File: src/rtl/reg_writeback.sv
// ---------------------------------------------------------------------------
// reg_writeback
//
// Write-back stage between MEM and the register file. Holds one in-flight
// instruction. ALU results commit the cycle after acceptance; loads wait in
// WAIT_LOAD for mem_rdata_valid, then commit the lane-aligned, sign- or
// zero-extended value. The registered write port also acts as the WB
// forwarding source.
//
// Ports:
//   clk, rst           clock, synchronous active-high reset
//   in_valid/in_ready  MEM -> WB handshake (in_ready low only in WAIT_LOAD)
//   in_reg_write       instruction writes a register
//   in_mem_to_reg      result comes from memory (load)
//   in_load_size       00 byte, 01 half, 10/11 word
//   in_load_unsigned   zero-extend (1) / sign-extend (0) sub-word loads
//   in_byte_off        low address bits of the load
//   in_write_reg       destination register
//   in_alu_result      ALU result
//   mem_rdata_valid    load data valid this cycle
//   mem_rdata          raw word from data memory
//   regWrite           register-file write enable (registered)
//   writeReg           register-file write address (registered)
//   writeData          register-file write data (registered)
//   wb_done            one-cycle pulse per retirement, written or not
// ---------------------------------------------------------------------------
module reg_writeback #(
    parameter int DATA_W = 32,
    parameter int ADDR_W = 5
) (
    input  logic              clk,
    input  logic              rst,
    input  logic              in_valid,
    output logic              in_ready,
    input  logic              in_reg_write,
    input  logic              in_mem_to_reg,
    input  logic [1:0]        in_load_size,
    input  logic              in_load_unsigned,
    input  logic [1:0]        in_byte_off,
    input  logic [ADDR_W-1:0] in_write_reg,
    input  logic [DATA_W-1:0] in_alu_result,
    input  logic              mem_rdata_valid,
    input  logic [DATA_W-1:0] mem_rdata,
    output logic              regWrite,
    output logic [ADDR_W-1:0] writeReg,
    output logic [DATA_W-1:0] writeData,
    output logic              wb_done
);

    typedef enum logic [1:0] {
        IDLE      = 2'd0,
        WAIT_LOAD = 2'd1,
        COMMIT    = 2'd2
    } state_t;

    state_t              state_q;
    logic                regWrite_q;
    logic [ADDR_W-1:0]   writeReg_q;
    logic [DATA_W-1:0]   writeData_q;
    logic                wb_done_q;

    // Load context captured at acceptance
    logic [1:0]          ld_size_q;
    logic                ld_uns_q;
    logic [1:0]          ld_off_q;
    logic [ADDR_W-1:0]   ld_reg_q;
    logic                ld_we_q;

    logic                accept;
    logic [DATA_W-1:0]   load_data_d;

    // Select the addressed byte/half lane and extend it to the full width.
    function automatic logic [DATA_W-1:0] load_align(
        input logic [DATA_W-1:0] rdata,
        input logic [1:0]        size,
        input logic              uns,
        input logic [1:0]        off
    );
        logic [DATA_W-1:0] shifted;
        logic [7:0]        b;
        logic [15:0]       h;
        logic              bsign;
        logic              hsign;
        shifted = rdata >> {off, 3'b000};
        b       = shifted[7:0];
        h       = off[1] ? rdata[31:16] : rdata[15:0];
        bsign   = b[7] & ~uns;
        hsign   = h[15] & ~uns;
        case (size)
            2'b00:   load_align = {{(DATA_W-8){bsign}}, b};
            2'b01:   load_align = {{(DATA_W-16){hsign}}, h};
            default: load_align = rdata;
        endcase
    endfunction

    assign in_ready    = (state_q != WAIT_LOAD);
    assign accept      = in_valid & in_ready;
    assign load_data_d = load_align(mem_rdata, ld_size_q, ld_uns_q, ld_off_q);

    always_ff @(posedge clk) begin
        if (rst) begin
            state_q     <= IDLE;
            regWrite_q  <= 1'b0;
            writeReg_q  <= '0;
            writeData_q <= '0;
            wb_done_q   <= 1'b0;
            ld_size_q   <= 2'b00;
            ld_uns_q    <= 1'b0;
            ld_off_q    <= 2'b00;
            ld_reg_q    <= '0;
            ld_we_q     <= 1'b0;
        end else begin
            // Retirement strobes are single-cycle unless re-armed below
            regWrite_q <= 1'b0;
            wb_done_q  <= 1'b0;
            case (state_q)
                WAIT_LOAD: begin
                    if (mem_rdata_valid) begin
                        state_q     <= COMMIT;
                        regWrite_q  <= ld_we_q;
                        writeReg_q  <= ld_reg_q;
                        writeData_q <= load_data_d;
                        wb_done_q   <= 1'b1;
                    end
                end
                default: begin
                    // IDLE and COMMIT both accept; a COMMIT without a new
                    // accept falls back to IDLE, holding writeReg/writeData.
                    if (accept) begin
                        if (in_mem_to_reg) begin
                            state_q   <= WAIT_LOAD;
                            ld_size_q <= in_load_size;
                            ld_uns_q  <= in_load_unsigned;
                            ld_off_q  <= in_byte_off;
                            ld_reg_q  <= in_write_reg;
                            ld_we_q   <= in_reg_write & (in_write_reg != '0);
                        end else begin
                            state_q     <= COMMIT;
                            regWrite_q  <= in_reg_write & (in_write_reg != '0);
                            writeReg_q  <= in_write_reg;
                            writeData_q <= in_alu_result;
                            wb_done_q   <= 1'b1;
                        end
                    end else begin
                        state_q <= IDLE;
                    end
                end
            endcase
        end
    end

    assign regWrite  = regWrite_q;
    assign writeReg  = writeReg_q;
    assign writeData = writeData_q;
    assign wb_done   = wb_done_q;

endmodule

File: config.mk
export PLATFORM = sky130hd
export DESIGN_NAME = reg_writeback
export DESIGN_NICKNAME = d
export VERILOG_FILES = /design/src/rtl/reg_writeback.sv
export SDC_FILE = /design/constraint.sdc
export NUM_CORES = 1
export LEC_CHECK = 0
export BUFFER_PORTS_ARGS = -buffer_cell sky130_fd_sc_hd__clkbuf_2
export CORE_UTILIZATION = 54
export CTS_CLUSTER_DIAMETER = 100
export DETAILED_ROUTE_END_ITERATION = 8
export HOLD_SLACK_MARGIN = 0.05
export PLACE_DENSITY = 0.86
export SKIP_LAST_GASP = 1
export SLEW_MARGIN = 20
export SYNTH_ARGS = -nofsm -noshare
export SYNTH_HDL_FRONTEND = slang
export SYNTH_SLANG_ARGS = --single-unit
export TNS_END_PERCENT = 20
File: constraint.sdc
create_clock -name clk -period 2.53 [get_ports clk]
set_input_delay 0.253 -clock clk [delete_from_list [all_inputs] [get_ports clk]]
set_output_delay 0.253 -clock clk [all_outputs]
set_load 0.1 [all_outputs]
-- After elaboration in Yosys (flattened, before gate mapping)
Index checks and enable logic that the tools add are counted.
- output and inout port bits: 40
- register bits after elaboration: 52
- bitwise logic cells: 6
- muxes and demuxes: 22
- equality and inequality tests: 5
- reductions and logical operators: 5
- shift operators: 1
- operators by type and width (kind ; number):
    2-to-1 mux 32 bit ; 4
    one-hot mux 32 bit (2 select lines) ; 1
    right shift 32 x 5 -> 8 bit ; 1
    2-to-1 mux 5 bit ; 4
    2-to-1 mux 16 bit ; 1
    2-to-1 mux 1 bit ; 8
    2-to-1 mux 2 bit ; 4
    AND reduction 3 bit ; 2
    nonzero test 5 bit ; 1
    AND 1 bit ; 4
    equality test 2 x 1 -> 1 bit, second input constant ; 2
    != test 2 x 1 -> 1 bit, second input constant ; 2
    logical NOT 2 bit ; 1
    != test 2 bit, second input constant ; 1
    inverter 1 bit ; 2
    nonzero test 2 bit ; 1

-- Logic depth before layout (Yosys ltp)
Gate-level depths: netlist (run 1).
- depth after elaboration: 5
- mapped depth: 8

-- Worst setup path before layout (run 1)
Ideal clock, no wire load.
- path type: reg2reg
- start: register state_q[1]
- end: register writeData_q[13], in the netlist writeData[13]
- arrival time: 2.231 ns
- data required time: 2.437 ns
- cell stages (with the launch flop): 7
- setup slack: 0.207 ns
- cells stage by stage: dfxtp_1 -> and2b_4 -> buf_8 -> inv_1 -> clkbuf_1 -> a2111oi_0 -> nor4_1
- cells in the longest elaborated chain, start to end: 4
- elaborated cells between the ends (all ways): 8
- those cells by class: eq/ne (4); mux (1); bitwise (1); reduce/logical (2)
- RTL lines (what ; line ; RTL):
    from (decl) ; 56 ; state_t state_q;
    from (signal assigned) ; 102 ; state_q <= IDLE;
    from (signal assigned) ; 119 ; state_q <= COMMIT;
    from (signal assigned) ; 131 ; state_q <= WAIT_LOAD;
    != test 2 x 1 -> 1 bit ; 96 ; assign in_ready = (state_q != WAIT_LOAD);
    net in_ready ; 34 ; output logic in_ready,
    AND 1 bit ; 97 ; assign accept = in_valid & in_ready;
    nonzero test 2 bit (no source line) ; n/a ;
    AND reduction 3 bit (no source line) ; n/a ;
    to (signal assigned) ; 122 ; writeData_q <= load_data_d;
    to (signal assigned) ; 141 ; writeData_q <= in_alu_result;
    to (decl) ; 59 ; logic [DATA_W-1:0] writeData_q;
The timed path passes the listed nets, and every way through them passes these cells.
A chain may end at the register's enable or synchronous reset.

-- Worst setup path in the final report (run 1)
- start: register ld_off_q[1]
- end: register writeData_q[4], in the netlist writeData[4]
- cells in the longest elaborated chain, start to end: 4
- elaborated cells between the ends (all ways): 5
- those cells by class: shift (1); mux (4)
- RTL lines (what ; line ; RTL):
    from (decl) ; 65 ; logic [1:0] ld_off_q;
    from (signal assigned) ; 134 ; ld_off_q <= in_byte_off;
    right shift 32 x 5 -> 8 bit or 2-to-1 mux 16 bit (tied branches) ; 84, 86 ;
    one-hot mux 32 bit (2 select lines) * ; 89 ; case (size)
    2-to-1 mux 32 bit * ; 118 ; if (mem_rdata_valid) begin
    2-to-1 mux 32 bit * ; 116 ; case (state_q)
Mark *: on every way between the ends. The rest lies on a longest branch, timed or not. The select of a mux whose other input is x is not followed.

==> flow_metrics.py, run 1 <==
metrics = {
    "synthesis": {
        "ys_seq_area_share_pct": 31.52,
        "muxShareOfSynthArea_pct": 11.52,
        "ys_warn_count": 0,
        "yosysUniqueCellTypes": 46,
        "synth-main-ff-cell": "dfxtp_1",
        "synth-seq-cells": 52,
        "synthArstFlopShare_pct": 0,
        "syn-num-nets": 443,
        "synth.avg_cell_area_sq_um": 9.100,
        "synthSimpleGateAreaFrac_pct": 23.94,
        "synth_fa_ha_area_share_pct": 0,
        "yosysTopAreaCell": "dfxtp_1",
        "syn_inst": 363,
        "yosys-top-cells-count": "dfxtp_1, nor2_1, a21oi_1",
        "synthesis.area_sq_um": 3303,
        "synth_xor_area_share_pct": 0,
        "yosysMostFrequentCell": "dfxtp_1",
        "synth.area.top_cells": "dfxtp_1, mux2i_1, a2111oi_0",
        "synth_compound_area_share_pct": 23.37,
        "yosys.area.top_type_share_pct": 31.52,
        "synth_top_family_by_area": "simple AND/OR/NAND/NOR gates",
        "synth_edf_count": 0,
    },
    "route": {
        "drtAntennaViolNets": 0,
        "drc": 0,
        "first_pass_iters": 5,
        "drt_iter0_markers": 345,
        "post_drt_via_cell_ratio": 6.180,
        "vias": 3325,
        "wl_per_cell_um": 17.06,
        "wirelength_um": 9176,
    },
    "setup_path": {
        "path_buf_inv": 1,
        "path_max_fanout": 16,
        "cp-end-kind": "flip-flop",
        "max_stage_delay_ps": 770,
        "regToRegStartpoint": "ld_off_q[1]$_SDFFE_PP0P_",
        "crit_slowest_cell": "a2111oi_0",
        "crit_type": "flip-flop to flip-flop",
        "cp-start-kind": "flip-flop",
        "path_cells": "buf_4 > mux2_2 > nor2b_1 > a2111oi_0 > nor4_1",
        "crit_family": "compound AO/OA/AOI/OAI gates",
        "r2r_end": "writeData[4]$_SDFFE_PP0P_",
        "reg2reg_slack_ps": 120,
        "reg2reg_depth": 5,
        "cp_data_required_time_ps": 2690,
        "path_depth": 5,
        "arrival_ps": 2570,
    },
    "floorplan": {
        "core_sq_um": 5921,
        "floorplan.initialDensity_pct": 55.79,
        "boundaryPins": 120,
        "dieArea_sq_um": 6434,
        "dieHeight_um": 80.21,
        "dieWidth_um": 80.21,
        "num_rows": 28,
    },
    "finish": {
        "multi_input_area_sq_um": 1943,
        "fin_util_pct": 65.30,
        "nets": 542,
        "drive_gt1_share_pct": 39.74,
        "antenna_cells": 0,
        "num-fill-cells": 482,
        "synthToLayoutAreaGrowth_pct": 17.05,
        "regArea_sq_um": 1042,
        "layout.cells.non_filler": 538,
    },
    "hold_path": {
        "min_to": "ld_size_q[0]$_SDFFE_PP0P_",
        "hold_class": "input port to flip-flop",
        "hold_start": "in_load_size[0]",
        "holdPathStages": 3,
    },
    "clock_tree": {
        "cts_hold_buf": 0,
        "cts_resized": 0,
        "path_clk_slew_ps": 100,
        "tritoncts": "yes",
        "numCtsBuffers": 5,
        "cts_max_level": 2,
        "clkLatencyLatePin_ps": 310,
        "clockBufferDepth": 2,
        "clockRootBuffer": "clkbuf_8",
        "cts_setup_buffers": 0,
        "clock_sinks": 52,
    },
    "sta": {
        "slew_headroom_pct": 39.00,
        "tns_ps": 0,
        "drv_slew": 0,
        "rsz0062_at_grt": "no",
        "layout_setup_ws_ps": 115.2,
        "setup_viol": 0,
        "worst_pin_slew_ps": 892.0,
        "period_needed_ps": 2415,
        "period_share_pct": 95.45,
        "hold_viol_final": 0,
        "max_freq_ghz": 0.4141,
        "finClkSkew_ps": 12.72,
    },
    "global_routing": {
        "grt_pass1_wl_um": 14480,
        "grt_max_degree": 34,
        "grt_overflow": 0,
        "track_usage_pct": 29.32,
        "first_global_vias": 3002,
        "antenna_found_initial": 0,
    },
    "placed_design": {
        "place.gp.congestion": 0.9042,
        "dp.cells": 530,
        "hpwlAfterDp_um": 6858,
        "dp_slack_ps": 297.6,
        "port_buffers": 119,
    },
    "run": {
        "maxCapViolCount": 0,
    },
    "outcome": {
        "status": "finished clean",
    },
    "pwr": {
        "power.leakage_nw": 1.632,
        "power.density_nw_per_um2": 578.6,
        "report.power.total_mw": 2.237,
        "irDropWorstVdd_mv": 0.3038,
    },
}
[stage by stage]
step,instance area (sq um),hold WS [ps]
floorplan,3303,400.2
global placement,3772,462.8
detailed placement,3772,476.4
CTS,3866,174.9
global route,3866,191.3
finish,3866,173.4
[layout by cell type, fill, tap and decap left out, types with 2 or more instances in the layout]
master     count
clkbuf_2     119
dfxtp_1       51
nor2_1        48
a21oi_1       28
nand3b_1      24
a2111oi_0     21
mux2i_1       20
nor4_1        15
mux2_2        14
nand2_1       12
nand2b_1      11
buf_4         11
a21oi_2       10
o41ai_2       10
nor3_1        10
nor2b_1        9
a311oi_1       6
o41ai_1        6
clkbuf_8       5
inv_1          4
or2b_2         3
o21a_1         2
or2b_1         2
inv_6          2
[worst register-to-register path, cell delays in order, from the launching register on]
cell and delay [ps]:
dfxtp_1 600, buf_4 280, mux2_2 370, nor2b_1 130, a2111oi_0 770, nor4_1 120
[sequential cells by signal, summed over array words and instances, names as in the netlist]
register / count
writeData: 32
ld_reg_q: 5
writeReg: 5
ld_off_q: 2
ld_size_q: 2
state_q: 2
ld_uns_q: 1
ld_we_q: 1
regWrite: 1
wb_done: 1
[how the worst max path moves through the flow]
| stage | slack, ps | startpoint | end |
|---|---|---|---|
| after floorplan | 210 | state_q[1]$_SDFFE_PP0P_ | writeData[13]$_SDFFE_PP0P_ |
| after global placement | 350 | ld_off_q[1]$_SDFFE_PP0P_ | writeData[4]$_SDFFE_PP0P_ |
| after detailed placement | 300 | ld_off_q[1]$_SDFFE_PP0P_ | writeData[4]$_SDFFE_PP0P_ |
| after CTS | 260 | ld_off_q[1]$_SDFFE_PP0P_ | writeData[4]$_SDFFE_PP0P_ |
| after global routing | 110 | ld_size_q[1]$_SDFFE_PP0P_ | writeData[4]$_SDFFE_PP0P_ |
| final | 120 | ld_off_q[1]$_SDFFE_PP0P_ | writeData[4]$_SDFFE_PP0P_ |
[area by class of cell]
class                           count  share of cell area, %
Multi-Input combinational cell    269                  50.26
Timing Repair Buffer              130                  17.54
Clock buffer                        5                  1.780
Sequential cell                    52                  26.96
Tap cell                           75                  2.427
Inverter                            4                 0.3883
Clock inverter                      3                 0.6472
[routing by layer]
layer	part of all wire (%)	track usage, %	vias up
met4	3.8	13.39	0
met5	0	0	-
li1	-	-	1554
met2	46	47.18	213
met1	42	38.69	1527
met3	8.8	3.977	31
[logic make-up (layout without fill, tap and decap cells)]
group / count (synthesis) / count (layout)
and+or+nand+nor: 143 / 143
AOI/OAI and AO/OA: 91 / 91
DFF: 52 / 52
buffers and inverters: 42 / 142
muxes: 35 / 35
[report_power, final]
part | leakage (nW) | total [mW] | internal, mW | switching [mW]
Sequential | 0.427 | 0.921 | 0.878 | 0.0426
Combinational | 1.16 | 0.807 | 0.209 | 0.599
Clock | 0.0452 | 0.509 | 0.203 | 0.306
Power figures use the tool's default switching activity.
==> inputs of run 2 (changes only) <==
Settings changed: CORE_ASPECT_RATIO from default to 1.2.
==> run 2 against run 1 <==
Effect of this change: the flow now finishes with violations (negative setup slack); clock power about the same; wire length increased by 3.6%; maximum frequency decreased by 5.0%; final cell count increased by 0.93%; register-to-register slack got worse by 130 ps; worst setup slack got worse by 130 ps; final area increased by 0.16%; critical path type unchanged; largest power group unchanged.
==> flow_metrics.py, run 2 (synthesized netlist as in run 1, its figures left out) <==
metrics = {
    "outcome": {
        "status": "finished with violations",
        "violations": "negative setup slack",
    },
    "hold_path": {
        "hold_start": "in_load_unsigned",
        "hold_class": "input port to flip-flop",
        "min_to": "ld_uns_q$_SDFFE_PP0P_",
        "holdPathStages": 3,
    },
    "placed_design": {
        "place.gp.congestion": 0.9278,
        "port_buffers": 119,
        "placedInstanceArea_sq_um": 3779,
        "hpwlAfterDp_um": 7222,
    },
    "floorplan": {
        "dieArea_sq_um": 6435,
        "dieWidth_um": 73.40,
        "floorplan.initialDensity_pct": 57.14,
        "boundaryPins": 120,
        "core_sq_um": 5781,
        "dieHeight_um": 87.68,
        "num_rows": 30,
    },
    "clock_tree": {
        "tritoncts": "yes",
        "cts_max_level": 2,
        "cts_resized": 0,
        "clock_sinks": 52,
        "clkLatencyLatePin_ps": 320,
        "path_clk_slew_ps": 110,
        "cts_setup_buffers": 0,
        "cts_hold_buf": 0,
        "numCtsBuffers": 5,
        "clockBufferDepth": 2,
        "clockRootBuffer": "clkbuf_8",
    },
    "sta": {
        "worst_pin_slew_ps": 1066,
        "finClkSkew_ps": 10.54,
        "hold_viol_final": 0,
        "period_share_pct": 100.5,
        "period_needed_ps": 2542,
        "tns_ps": -11.86,
        "max_freq_ghz": 0.3934,
        "rsz0062_at_grt": "no",
        "slew_headroom_pct": 28.43,
        "setup_viol": 1,
        "layout_setup_ws_ps": -11.86,
        "drv_slew": 0,
    },
    "finish": {
        "num-fill-cells": 532,
        "synthToLayoutAreaGrowth_pct": 17.23,
        "stdcell_area_sq_um": 3872,
        "largest_register_ffs": 32,
        "drive_gt1_share_pct": 39.74,
        "layout_commonest_cell": "clkbuf_2",
        "nets": 542,
        "antenna_cells": 0,
        "layout_common_cells": "clkbuf_2, dfxtp_1, nor2_1",
    },
    "route": {
        "drt_iter0_markers": 196,
        "wl_per_cell_um": 17.50,
        "first_pass_iters": 7,
        "drc": 0,
        "wirelength_um": 9502,
        "post_drt_via_cell_ratio": 6.107,
        "drtAntennaViolNets": 0,
        "vias": 3316,
    },
    "setup_path": {
        "cp-start-kind": "flip-flop",
        "regToRegStartpoint": "ld_off_q[1]$_SDFFE_PP0P_",
        "max_stage_delay_ps": 830,
        "cp_data_required_time_ps": 2700,
        "cp-end-kind": "flip-flop",
        "path_max_fanout": 14,
        "crit_slowest_cell": "a2111oi_0",
        "path_cells": "buf_4 > mux2_2 > nor2b_1 > a2111oi_0 > nor4_1",
        "crit_type": "flip-flop to flip-flop",
        "arrival_ps": 2710,
        "reg2reg_slack_ps": -10,
        "r2r_end": "writeData[4]$_SDFFE_PP0P_",
        "path_buf_inv": 1,
        "reg2reg_depth": 5,
        "crit_family": "compound AO/OA/AOI/OAI gates",
    },
    "pwr": {
        "report.power.total_mw": 2.245,
        "power_frac_seq_pct": 41.0,
        "irDropWorstVdd_mv": 0.4170,
        "power.leakage_nw": 1.631,
        "pwr-share-clk_pct": 22.8,
        "internal-power_mw": 1.291,
        "p_sw_mw": 0.9549,
        "p_sw_share_pct": 42.53,
        "comb_power_share_pct": 36.2,
        "power.density_nw_per_um2": 579.9,
    },
    "global_routing": {
        "grt_overflow": 0,
        "antenna_found_initial": 0,
        "grt_max_degree": 31,
        "first_global_vias": 3146,
        "track_usage_pct": 29.89,
        "grt_pass1_wl_um": 14870,
    },
    "run": {
        "maxCapViolCount": 0,
    },
}
run 2: layout make-up:
class,count,area [sq um],area share [%]
sequential,52,1042,26.91
clock inverter,3,25.02,0.6462
tap,80,100.1,2.585
timing repair buffer,130,678.2,17.51
inverter,4,15.01,0.3877
multi-input combinational,269,1943,50.18
clock buffer,5,68.82,1.777
run 2: worst min-delay path: cells and delay by family:
family | cells | cell delay [ps]
buffers and inverters | 1 | 80
AND/OR/NAND/NOR | 1 | 70
multiplexers | 1 | 60
run 2: how the worst max path moves through the flow:
stage                                         from                          to  slack [ps]  cells after the start
after floorplan            state_q[1]$_SDFFE_PP0P_  writeData[13]$_SDFFE_PP0P_         210                      6
after global placement    ld_off_q[1]$_SDFFE_PP0P_   writeData[4]$_SDFFE_PP0P_         190                      5
after detailed placement  ld_off_q[1]$_SDFFE_PP0P_   writeData[5]$_SDFFE_PP0P_         210                      5
after CTS                 ld_off_q[1]$_SDFFE_PP0P_   writeData[5]$_SDFFE_PP0P_         200                      5
after global routing      ld_off_q[1]$_SDFFE_PP0P_   writeData[5]$_SDFFE_PP0P_          80                      5
final                     ld_off_q[1]$_SDFFE_PP0P_   writeData[4]$_SDFFE_PP0P_         -10                      5
run 2: per-layer routing:
layer,global-route usage (%),share of wire (%),up-vias
li1,-,-,1551
met1,35.11,39,1526
met2,51.77,48,194
met3,4.258,7.4,45
met4,17.13,5.2,0
met5,0,0,-
run 2: power by group through the flow:
stage | clock (mW) | sequential (mW) | combinational (mW)
5_1_grt | 0.551 | 0.927 | 0.851
4_1_cts | 0.515 | 0.919 | 0.809
6_report | 0.512 | 0.921 | 0.813
2_1_floorplan | 0 | 1.27 | 0.300
3_3_place_gp | 0 | 0.936 | 0.795
3_5_place_dp | 0 | 0.938 | 0.807
run 2: metrics by stage:
step	utilization, %	worst slack [ps]	std cells	hold WS (ps)
global route	66.99	80.53	543	180.0
detailed placement	65.37	210.4	535	475.6
CTS	66.99	196.2	543	170.4
floorplan	-	206.8	363	400.2
global placement	65.37	194.6	535	459.6
finish	66.99	-11.86	543	170.3
